[src/rtl/mips_pkg.sv]
// rtl/mips_pkg.sv - shared fetch-stage state encoding and instruction constants
package mips_pkg;

   localparam int INSTR_W = 32;
   localparam logic [INSTR_W-1:0] NOP_INSTR = 32'h0000_0000;

   typedef enum logic [1:0] {
      FETCH_WARM = 2'd0,
      FETCH_RUN  = 2'd1,
      FETCH_HALT = 2'd2
   } fetch_state_e;

endpackage

[src/rtl/if_id_reg.sv]
// rtl/if_id_reg.sv - IF/ID pipeline register with hold and bubble-flush controls
module if_id_reg
   import mips_pkg::*;
(
   input  logic               clk,
   input  logic               rst,
   input  logic               hold,
   input  logic               flush,
   input  logic [INSTR_W-1:0] instr_d,
   input  logic [31:0]        pc4_d,
   output logic [INSTR_W-1:0] instr_q,
   output logic [31:0]        pc4_q,
   output logic               valid_q
);

   // Flush wins over hold; a bubble keeps the old PC+4 since nothing reads it while invalid.
   always_ff @(posedge clk or posedge rst) begin
      if (rst) begin
         instr_q <= NOP_INSTR;
         pc4_q   <= 32'h0;
         valid_q <= 1'b0;
      end else if (flush) begin
         instr_q <= NOP_INSTR;
         valid_q <= 1'b0;
      end else if (!hold) begin
         instr_q <= instr_d;
         pc4_q   <= pc4_d;
         valid_q <= 1'b1;
      end
   end

endmodule

[src/rtl/fetch_stage.sv]
// rtl/fetch_stage.sv - MIPS fetch stage: PC, next-PC mux, WARM/RUN/HALT FSM; FETCH_PERF_CNT_EN adds stall/flush counters
module fetch_stage
   import mips_pkg::*;
#(
   parameter logic [31:0] RESET_PC  = 32'h0000_0000,
   parameter int          IM_ADDR_W = 5
)(
   input  logic                 Clk,
   input  logic                 Reset,
   output logic [IM_ADDR_W-1:0] ImAdr,
   input  logic [INSTR_W-1:0]   ImData,
   input  logic                 Stall,
   input  logic                 JumpReq,
   input  logic [25:0]          JumpIndex,
   input  logic                 BranchReq,
   input  logic [31:0]          BranchTarget,
   input  logic                 HaltReq,
   output logic [INSTR_W-1:0]   IfIdInstr,
   output logic [31:0]          IfIdPc4,
   output logic                 IfIdValid,
   output logic [31:0]          Pc,
`ifdef FETCH_PERF_CNT_EN
   output logic [31:0]          StallCnt,
   output logic [31:0]          FlushCnt,
`endif
   output logic                 Halted
);

   fetch_state_e state_q, state_d;
   logic [31:0]  pc_q, pc_d;
   logic [31:0]  pc_plus4;
   logic [31:0]  jump_target;
   logic         hold, flush;
   logic         stall_hit, flush_hit;

   assign pc_plus4    = pc_q + 32'd4;
   assign jump_target = {IfIdPc4[31:28], JumpIndex, 2'b00};

   always_comb begin
      state_d   = state_q;
      pc_d      = pc_q;
      hold      = 1'b0;
      flush     = 1'b0;
      stall_hit = 1'b0;
      flush_hit = 1'b0;
      case (state_q)
         FETCH_WARM: begin
            flush   = 1'b1;
            state_d = FETCH_RUN;
         end
         FETCH_RUN: begin
            if (BranchReq) begin
               pc_d      = BranchTarget;
               flush     = 1'b1;
               flush_hit = 1'b1;
            end else if (JumpReq) begin
               pc_d      = jump_target;
               flush     = 1'b1;
               flush_hit = 1'b1;
            end else if (Stall) begin
               hold      = 1'b1;
               stall_hit = 1'b1;
            end else begin
               pc_d = pc_plus4;
            end
            if (HaltReq) state_d = FETCH_HALT;
         end
         FETCH_HALT: begin
            // Redirects from older in-flight instructions still land while halted.
            flush = 1'b1;
            if (BranchReq) begin
               pc_d      = BranchTarget;
               flush_hit = 1'b1;
            end else if (JumpReq) begin
               pc_d      = jump_target;
               flush_hit = 1'b1;
            end
            if (!HaltReq) state_d = FETCH_RUN;
         end
         default: state_d = FETCH_WARM;
      endcase
   end

   always_ff @(posedge Clk or posedge Reset) begin
      if (Reset) begin
         state_q <= FETCH_WARM;
         pc_q    <= RESET_PC;
      end else begin
         state_q <= state_d;
         pc_q    <= pc_d;
      end
   end

   if_id_reg u_if_id_reg (
      .clk     (Clk),
      .rst     (Reset),
      .hold    (hold),
      .flush   (flush),
      .instr_d (ImData),
      .pc4_d   (pc_plus4),
      .instr_q (IfIdInstr),
      .pc4_q   (IfIdPc4),
      .valid_q (IfIdValid)
   );

   assign Pc     = pc_q;
   assign ImAdr  = pc_q[IM_ADDR_W+1:2];
   assign Halted = (state_q == FETCH_HALT);

`ifdef FETCH_PERF_CNT_EN
   logic [31:0] stall_cnt_q, flush_cnt_q;

   always_ff @(posedge Clk or posedge Reset) begin
      if (Reset) begin
         stall_cnt_q <= 32'h0;
         flush_cnt_q <= 32'h0;
      end else begin
         if (stall_hit && stall_cnt_q != 32'hFFFF_FFFF) stall_cnt_q <= stall_cnt_q + 32'd1;
         if (flush_hit && flush_cnt_q != 32'hFFFF_FFFF) flush_cnt_q <= flush_cnt_q + 32'd1;
      end
   end

   assign StallCnt = stall_cnt_q;
   assign FlushCnt = flush_cnt_q;
`else
   logic unused_hits;
   assign unused_hits = stall_hit ^ flush_hit;
`endif

endmodule

[config.mk]
export PLATFORM = sky130hd
export DESIGN_NAME = fetch_stage
export DESIGN_NICKNAME = d
export VERILOG_FILES = /design/src/rtl/mips_pkg.sv /design/src/rtl/if_id_reg.sv /design/src/rtl/fetch_stage.sv
export SDC_FILE = /design/constraint.sdc
export NUM_CORES = 1
export LEC_CHECK = 0
export BUFFER_PORTS_ARGS = -buffer_cell sky130_fd_sc_hd__buf_2
export CAP_MARGIN = 20
export CORE_AREA = 2 2 135 137
export DETAILED_ROUTE_END_ITERATION = 8
export DIE_AREA = 0 0 137 139
export GPL_TIMING_DRIVEN = 1
export PLACE_DENSITY = 0.5
export SETUP_SLACK_MARGIN = 0.05
export SYNTH_ARGS = -nofsm -noshare
export SYNTH_HDL_FRONTEND = slang
export SYNTH_SLANG_ARGS = --single-unit
[constraint.sdc]
create_clock -name Clk -period 8.4 [get_ports Clk]
set_clock_uncertainty 0.05 [all_clocks]
set_input_delay 1.26 -clock Clk [delete_from_list [all_inputs] [get_ports Clk]]
set_output_delay 1.26 -clock Clk [all_outputs]
set_load 0.02 [all_outputs]
==> summary.txt, run 1 <==
status: complete, no violations
VDD IR max: 0.000185 V
Detail Route Antenna Nets: 0
Clock Latency Late Sink: 350 ps
# DRC: 0
final instance area: 6700 um^2
RSZ-0062 raised after global routing: no
Post-Syn Nets: 692
number of global-route vias before repair: 5,016
initial antenna violation count: 0
n_diodes: 0
Synth-to-Final Area Change: 28.4%
FF-to-FF End: Pc[25]$_DFFE_PP0P_
Horiz. Die Dim: 137 um
number of flops mapped to enable cells by yosys: 0
first-pass GRT wire length: 26,600 um
CP Data Arrival Time: 3520 ps
Endpoint, Worst Hold: u_if_id_reg.pc4_q[11]$_DFFE_PP0P_
fin worst setup slack: 5110 ps
Reg clk slew, reported paths: 70 ps
Required @ worst endpoint: 8630 ps
postcts setup bufs: 0
most common cell after layout, fill and taps aside: buf_2
crit share post-route: 39.2%
Root Buffer Master: clkbuf_16
clk buf depth: 2
Crit Path Class: in2reg
worst-path fanout max: 58
Worst path max stage delay: 490 ps
dpl ws: 3830 ps
Post-CTS Resized: 0
Placed Instance Area: 6350 um^2
distinct cell type count after synthesis: 53
power per cell area: 397 nW/um^2
Initial Util: 29.6%
Mean Syn Cell Area: 8.84 um^2
CP Capture Type: register
CTS H-tree lvls: 3
CTS tree: built
Async SR Flop Fraction: 100%
Critical-path top delay cell: buf_4
Setup TNS: 0 ps
most frequent cells in the layout: 198 x buf_2, 110 x nand2_1, 99 x dfrtp_1
Cells after Synth: 591
Layout Nets: 861
Total Routing Usage GR: 17.9%
Syn. warnings: 0
clk sinks: 99
Hold WC Path Type: reg2reg
First-pass DRT Iterations: 4
leakage: 3.10 nW
cell area after synthesis: 5220 um^2
DIE HEIGHT: 139 um
drt total wl: 16,900 um
Reg2Reg Depth: 7
setup violators final: 0
sequential cell area fraction in the yosys report: 47.4%
Die Area: 19,000 um^2
most frequent CP cell: buf_4
Detail Placement HPWL: 12,100 um
total count of max-transition violations in the final report: 0
maximum capacitance violations: 0
Via-to-Cell Ratio: 5.11
Cell Chain, Critical Path: buf_2 > buf_4 > o21ai_0 > a21oi_2 > buf_4 > nand2b_2 > buf_12 > nor3_1 > a21oi_1
Rows: 49
Reg-to-Reg Start: state_q[0]$_DFFE_PP0P_
num ports: 199
Yosys reg bits: 99
Port Buf Inserts: 198
largest net degree at the start of global routing: 63
Hold Crit Start: u_if_id_reg.pc4_q[11]$_DFFE_PP0P_
GP Congestion: 0.839
Worst Max-Slew Pin Slew: 767 ps
hold depth: 2
Top Family by Delay on Critical Path: buffers and inverters
grt total ovfl: 0
WP buf/inv: 4
most used flip-flop cell after synthesis: dfrtp_1
CTS Hold Bufs: 0
Setup crit start kind: input pin
Final Hold Viols: 0
Starting DRT DRC Count: 274
minimum clock period: 3290 ps
R2R setup slack: 5670 ps
Core Footprint: 17,700 um^2
via count: 5,078
CTS Buf Count: 9
headroom to the max-slew limit: 48.9%
Fmax: 304 MHz
layout cells sized above 1: 31.5%
wire length per cell: 17.0 um
==> cells by family after synthesis <==
kind of cell               synth area share [%]
adders and majority gates                  1.20
buffers and inverters                      5.20
and+or+nand+nor                            19.4
AOI/OAI and AO/OA                          22.1
DFF                                        47.4
muxes                                     0.647
xor gates and xnor gates                   4.02
==> flip-flops by register name (all words and copies together), names as in the netlist <==
signal and flops:
state_q 2, u_if_id_reg.instr_q 32, u_if_id_reg.pc4_q 32, u_if_id_reg.valid_q 1, Pc 32
==> worst reg2reg max path, delay by kind of cell, from the launching register on <==
kind                     cells  cell delay, ps
AND/OR/NAND/NOR              2            1080
AO/OA/AOI/OAI                3             640
adder cells (fa/ha/maj)      1             370
buffers and inverters        1              90
flip-flops                   1             420
==> cells in the mapped netlist (all sizes together), types with 4 or more instances <==
| cell | number | share of area [%] |
|---|---|---|
| o21ai | 60 | 5.7 |
| clkbuf | 34 | 2.4 |
| ha | 5 | 1.2 |
| nand4 | 8 | 1.1 |
| nand3 | 10 | 0.96 |
| nor3 | 14 | 1.4 |
| nand2 | 110 | 7.9 |
| o31a | 5 | 0.84 |
| a22oi | 10 | 1.4 |
| xor2 | 4 | 0.67 |
| inv | 12 | 0.86 |
| dfrtp | 99 | 47 |
| a211oi | 5 | 0.72 |
| xnor2 | 20 | 3.4 |
| a221oi | 21 | 3.5 |
| buf | 15 | 1.8 |
| a21oi | 57 | 5.5 |
| nor2 | 38 | 2.7 |
| nor3b | 6 | 0.86 |
| o22ai | 5 | 0.60 |
| o211ai | 4 | 0.58 |
| nor4 | 10 | 2.1 |
==> per-layer routing <==
layer / up-vias / GRT usage, % / part of all wire, % / wire, um
met5: - / 0 / 0 / 0
li1: 2446 / - / - / -
met4: 0 / 7.33 / 2.3 / 388
met2: 146 / 29.4 / 50 / 8360
met3: 25 / 2.74 / 4.9 / 818
met1: 2461 / 23.3 / 43 / 7290
==> final cells by class <==
| type | instances | area [um^2] |
|---|---|---|
| Fill cell | 1854 | 11000 |
| Inverter | 13 | 51.3 |
| Tap cell | 229 | 287 |
| Sequential cell | 99 | 2480 |
| Timing Repair Buffer | 207 | 1100 |
| Clock inverter | 1 | 5.00 |
| Clock buffer | 15 | 288 |
| Multi-Input combinational cell | 430 | 2500 |
==> worst max path at each step <==
| stage | startpoint | endpoint | slack (ps) | depth (start not counted) |
|---|---|---|---|---|
| final | BranchReq | u_if_id_reg.pc4_q[20]$_DFFE_PP0P_ | 5110 | 9 |
| after global routing | BranchReq | u_if_id_reg.pc4_q[31]$_DFFE_PP0P_ | 4910 | 9 |
| after CTS | BranchReq | u_if_id_reg.pc4_q[26]$_DFFE_PP0P_ | 4210 | 5 |
| after detailed placement | BranchReq | u_if_id_reg.pc4_q[26]$_DFFE_PP0P_ | 3830 | 5 |
| after global placement | BranchReq | u_if_id_reg.pc4_q[26]$_DFFE_PP0P_ | 3950 | 5 |
| after floorplan | Reset | Pc[0]$_DFFE_PP0P_ | 4500 | 1 |
==> report_power, final <==
part | switching (mW) | leakage (nW) | internal, mW | total [mW]
Combinational | 0.863 | 1.71 | 0.472 | 1.34
Clock | 0.179 | 0.146 | 0.233 | 0.412
Sequential | 0.218 | 1.24 | 0.695 | 0.913
Total | 1.26 | 3.10 | 1.40 | 2.66
==> stage by stage <==
stage / hold WS [ps] / utilization, % / instances / power, mW
finish: 426 / 38.0 / 994 / 2.66
global route: 471 / 38.0 / 994 / 2.87
CTS: 431 / 37.6 / 991 / 2.67
detailed placement: 416 / 36.0 / 975 / 2.26
global placement: 411 / 36.0 / 975 / 2.22
floorplan: 435 / - / 591 / 1.80
Note: power is estimated with default switching activity, not from simulation.
==> inputs of run 2 (changes only) <==
--- a/config.mk
+++ b/config.mk
@@ -11,7 +11,7 @@
 export DETAILED_ROUTE_END_ITERATION = 8
 export DIE_AREA = 0 0 137 139
 export GPL_TIMING_DRIVEN = 1
-export PLACE_DENSITY = 0.5
+export PLACE_DENSITY = 0.52
 export SETUP_SLACK_MARGIN = 0.05
 export SYNTH_ARGS = -nofsm -noshare
 export SYNTH_HDL_FRONTEND = slang
==> constraint.sdc (replaced) <==
create_clock -name Clk -period 2.7 [get_ports Clk]
set_clock_uncertainty 0.05 [all_clocks]
set_input_delay 0.405 -clock Clk [delete_from_list [all_inputs] [get_ports Clk]]
set_output_delay 0.405 -clock Clk [all_outputs]
set_load 0.02 [all_outputs]
==> run 2 against run 1 <==
Compared with the run above:
- clock power grew to 3.2 times the previous value
- via count is essentially flat
- first-iteration DRC count shrank 8.0%
- clock-buffer cell count fell by 2
- total power grew to 3.2 times the previous value
==> summary.txt, run 2 (synthesis results as in run 1) <==
Setup crit start kind: register (was input pin)
Via-to-Cell Ratio: 5.06 (was 5.11)
area used by multi-input combinational logic: 2500 um^2 (unchanged)
Setup TNS: 0 ps (unchanged)
most common cell after layout, fill and taps aside: buf_2 (unchanged)
grt total ovfl: 0 (unchanged)
maximum capacitance violations: 0 (unchanged)
via count: 5,082 (was 5,078)
initial antenna violation count: 0 (unchanged)
layout cells sized above 1: 32.3% (was 31.5%)
Layout Nets: 872 (was 861)
wire length per cell: 17.0 um (about the same)
RSZ-0062 raised after global routing: no (unchanged)
Synth-to-Final Area Change: 29.6% (was 28.4%)
power per cell area: 1240 nW/um^2 (was 397 nW/um^2)
final instance area: 6770 um^2 (was 6700 um^2)
CP Capture Type: register (unchanged)
minimum clock period: 2230 ps
dpl ws: 458 ps (was 3830 ps)
fin worst setup slack: 469 ps (was 5110 ps)
first-pass GRT wire length: 26,500 um (was 26,600 um)
register area: 2480 um^2 (unchanged)
crit share post-route: 82.6%
Detail Placement HPWL: 12,400 um (was 12,100 um)
fin util: 38.3% (was 38.0%)
Starting DRT DRC Count: 252 (was 274)
GP Congestion: 0.796 (was 0.839)
Port Buf Inserts: 198 (unchanged)
Rows: 49 (unchanged)
Initial Util: 29.6% (unchanged)
clk sinks: 99 (unchanged)
Reg clk slew, reported paths: 70 ps (about the same)
Placed Instance Area: 6470 um^2 (was 6350 um^2)
Fmax: 448 MHz
CTS Hold Bufs: 0 (unchanged)
leakage: 3.13 nW (was 3.10 nW)
Final Hold Viols: 0 (unchanged)
Total Routing Usage GR: 17.9% (about the same)
Core Footprint: 17,700 um^2 (unchanged)
Die Area: 19,000 um^2 (unchanged)
Root Buffer Master: clkbuf_16 (unchanged)
clk buf depth: 2 (unchanged)
number of global-route vias before repair: 4,759 (was 5,016)
VDD IR max: 0.000576 V (was 0.000185 V)
setup violators final: 0 (unchanged)
Reg-to-Reg Start: Pc[3]$_DFFE_PP0P_ (was state_q[0]$_DFFE_PP0P_)
total count of max-transition violations in the final report: 0 (unchanged)
# DRC: 0 (unchanged)
Detail Route Antenna Nets: 0 (unchanged)
worst-path fanout max: 17 (was 58)
n_diodes: 0 (unchanged)
drt total wl: 17,100 um (was 16,900 um)
CTS Buf Count: 9 (unchanged)
Clock Latency Late Sink: 350 ps (about the same)
most frequent cells in the layout: 198 x buf_2, 110 x nand2_1, 99 x dfrtp_1 (unchanged)
num ports: 199 (unchanged)
CP Data Arrival Time: 2420 ps (was 3520 ps)
Overall Power: 8.38 mW (was 2.66 mW)
Worst Max-Slew Pin Slew: 650 ps (was 767 ps)
Post-CTS Resized: 0 (unchanged)
status: complete, no violations (unchanged)
headroom to the max-slew limit: 56.7% (was 48.9%)
DIE HEIGHT: 139 um (unchanged)
Hold WC Path Type: in2async (was reg2reg)
R2R setup slack: 470 ps (was 5670 ps)
CTS tree: built (unchanged)
Horiz. Die Dim: 137 um (unchanged)
Required @ worst endpoint: 2890 ps (was 8630 ps)
FF-to-FF End: u_if_id_reg.pc4_q[26]$_DFFE_PP0P_ (was Pc[25]$_DFFE_PP0P_)
Crit Path Class: reg2reg (was in2reg)
CTS H-tree lvls: 3 (unchanged)
Reg2Reg Depth: 6 (was 7)
# fillers: 1,872 (was 1,854)
largest net degree at the start of global routing: 100 (was 63)
postcts setup bufs: 0 (unchanged)
First-pass DRT Iterations: 4 (unchanged)
-- run 2: per-stage QoR --
stage          std cells  hold slack, ps
2_1_floorplan        591             435
4_1_cts             1005             194
6_report            1005            82.6
3_3_place_gp         989             411
3_5_place_dp         989             415
5_1_grt             1005             210
-- run 2: worst max path at each step --
| stage | start | endpoint |
|---|---|---|
| 3_3_place_gp | state_q[1]$_DFFE_PP0P_ | u_if_id_reg.pc4_q[20]$_DFFE_PP0P_ |
| 5_1_grt | state_q[1]$_DFFE_PP0P_ | u_if_id_reg.pc4_q[20]$_DFFE_PP0P_ |
| 4_1_cts | Pc[3]$_DFFE_PP0P_ | u_if_id_reg.pc4_q[26]$_DFFE_PP0P_ |
| 2_1_floorplan | state_q[0]$_DFFE_PP0P_ | u_if_id_reg.pc4_q[0]$_DFFE_PP0P_ |
| 3_5_place_dp | Pc[3]$_DFFE_PP0P_ | u_if_id_reg.pc4_q[26]$_DFFE_PP0P_ |
| 6_report | Pc[3]$_DFFE_PP0P_ | u_if_id_reg.pc4_q[26]$_DFFE_PP0P_ |
-- run 2: routing by layer --
metal | wire length (um) | GRT usage, % | part of all wire (%) | vias up
li1 | - | - | - | 2470
met1 | 7780 | 25.2 | 46 | 2432
met4 | 163 | 4.40 | 0.95 | 0
met2 | 7930 | 27.9 | 46 | 172
met5 | 0 | 0 | 0 | -
met3 | 1190 | 3.98 | 7.0 | 8
-- run 2: worst max-delay path, stage by stage (launching register included) --
cell and delay, ps:
dfrtp_1 430, ha_1 230, nand3_1 130, or2_2 490, nor4_4 420, nor3b_1 100
a221o_1 260
-- run 2: area by class of cell --
type	count	area share, %
well taps	229	4.23
repair buffers	218	17.0
inverters	13	0.777
flip-flops and latches	99	36.6
clock buffers	13	3.70
clock inverters	3	0.703
multi-input cells	430	36.9
-- run 2: where the power goes --
part	switching, mW	internal (mW)
registers	0.644	2.16
logic	2.75	1.51
clock network	0.566	0.749
total	3.96	4.42
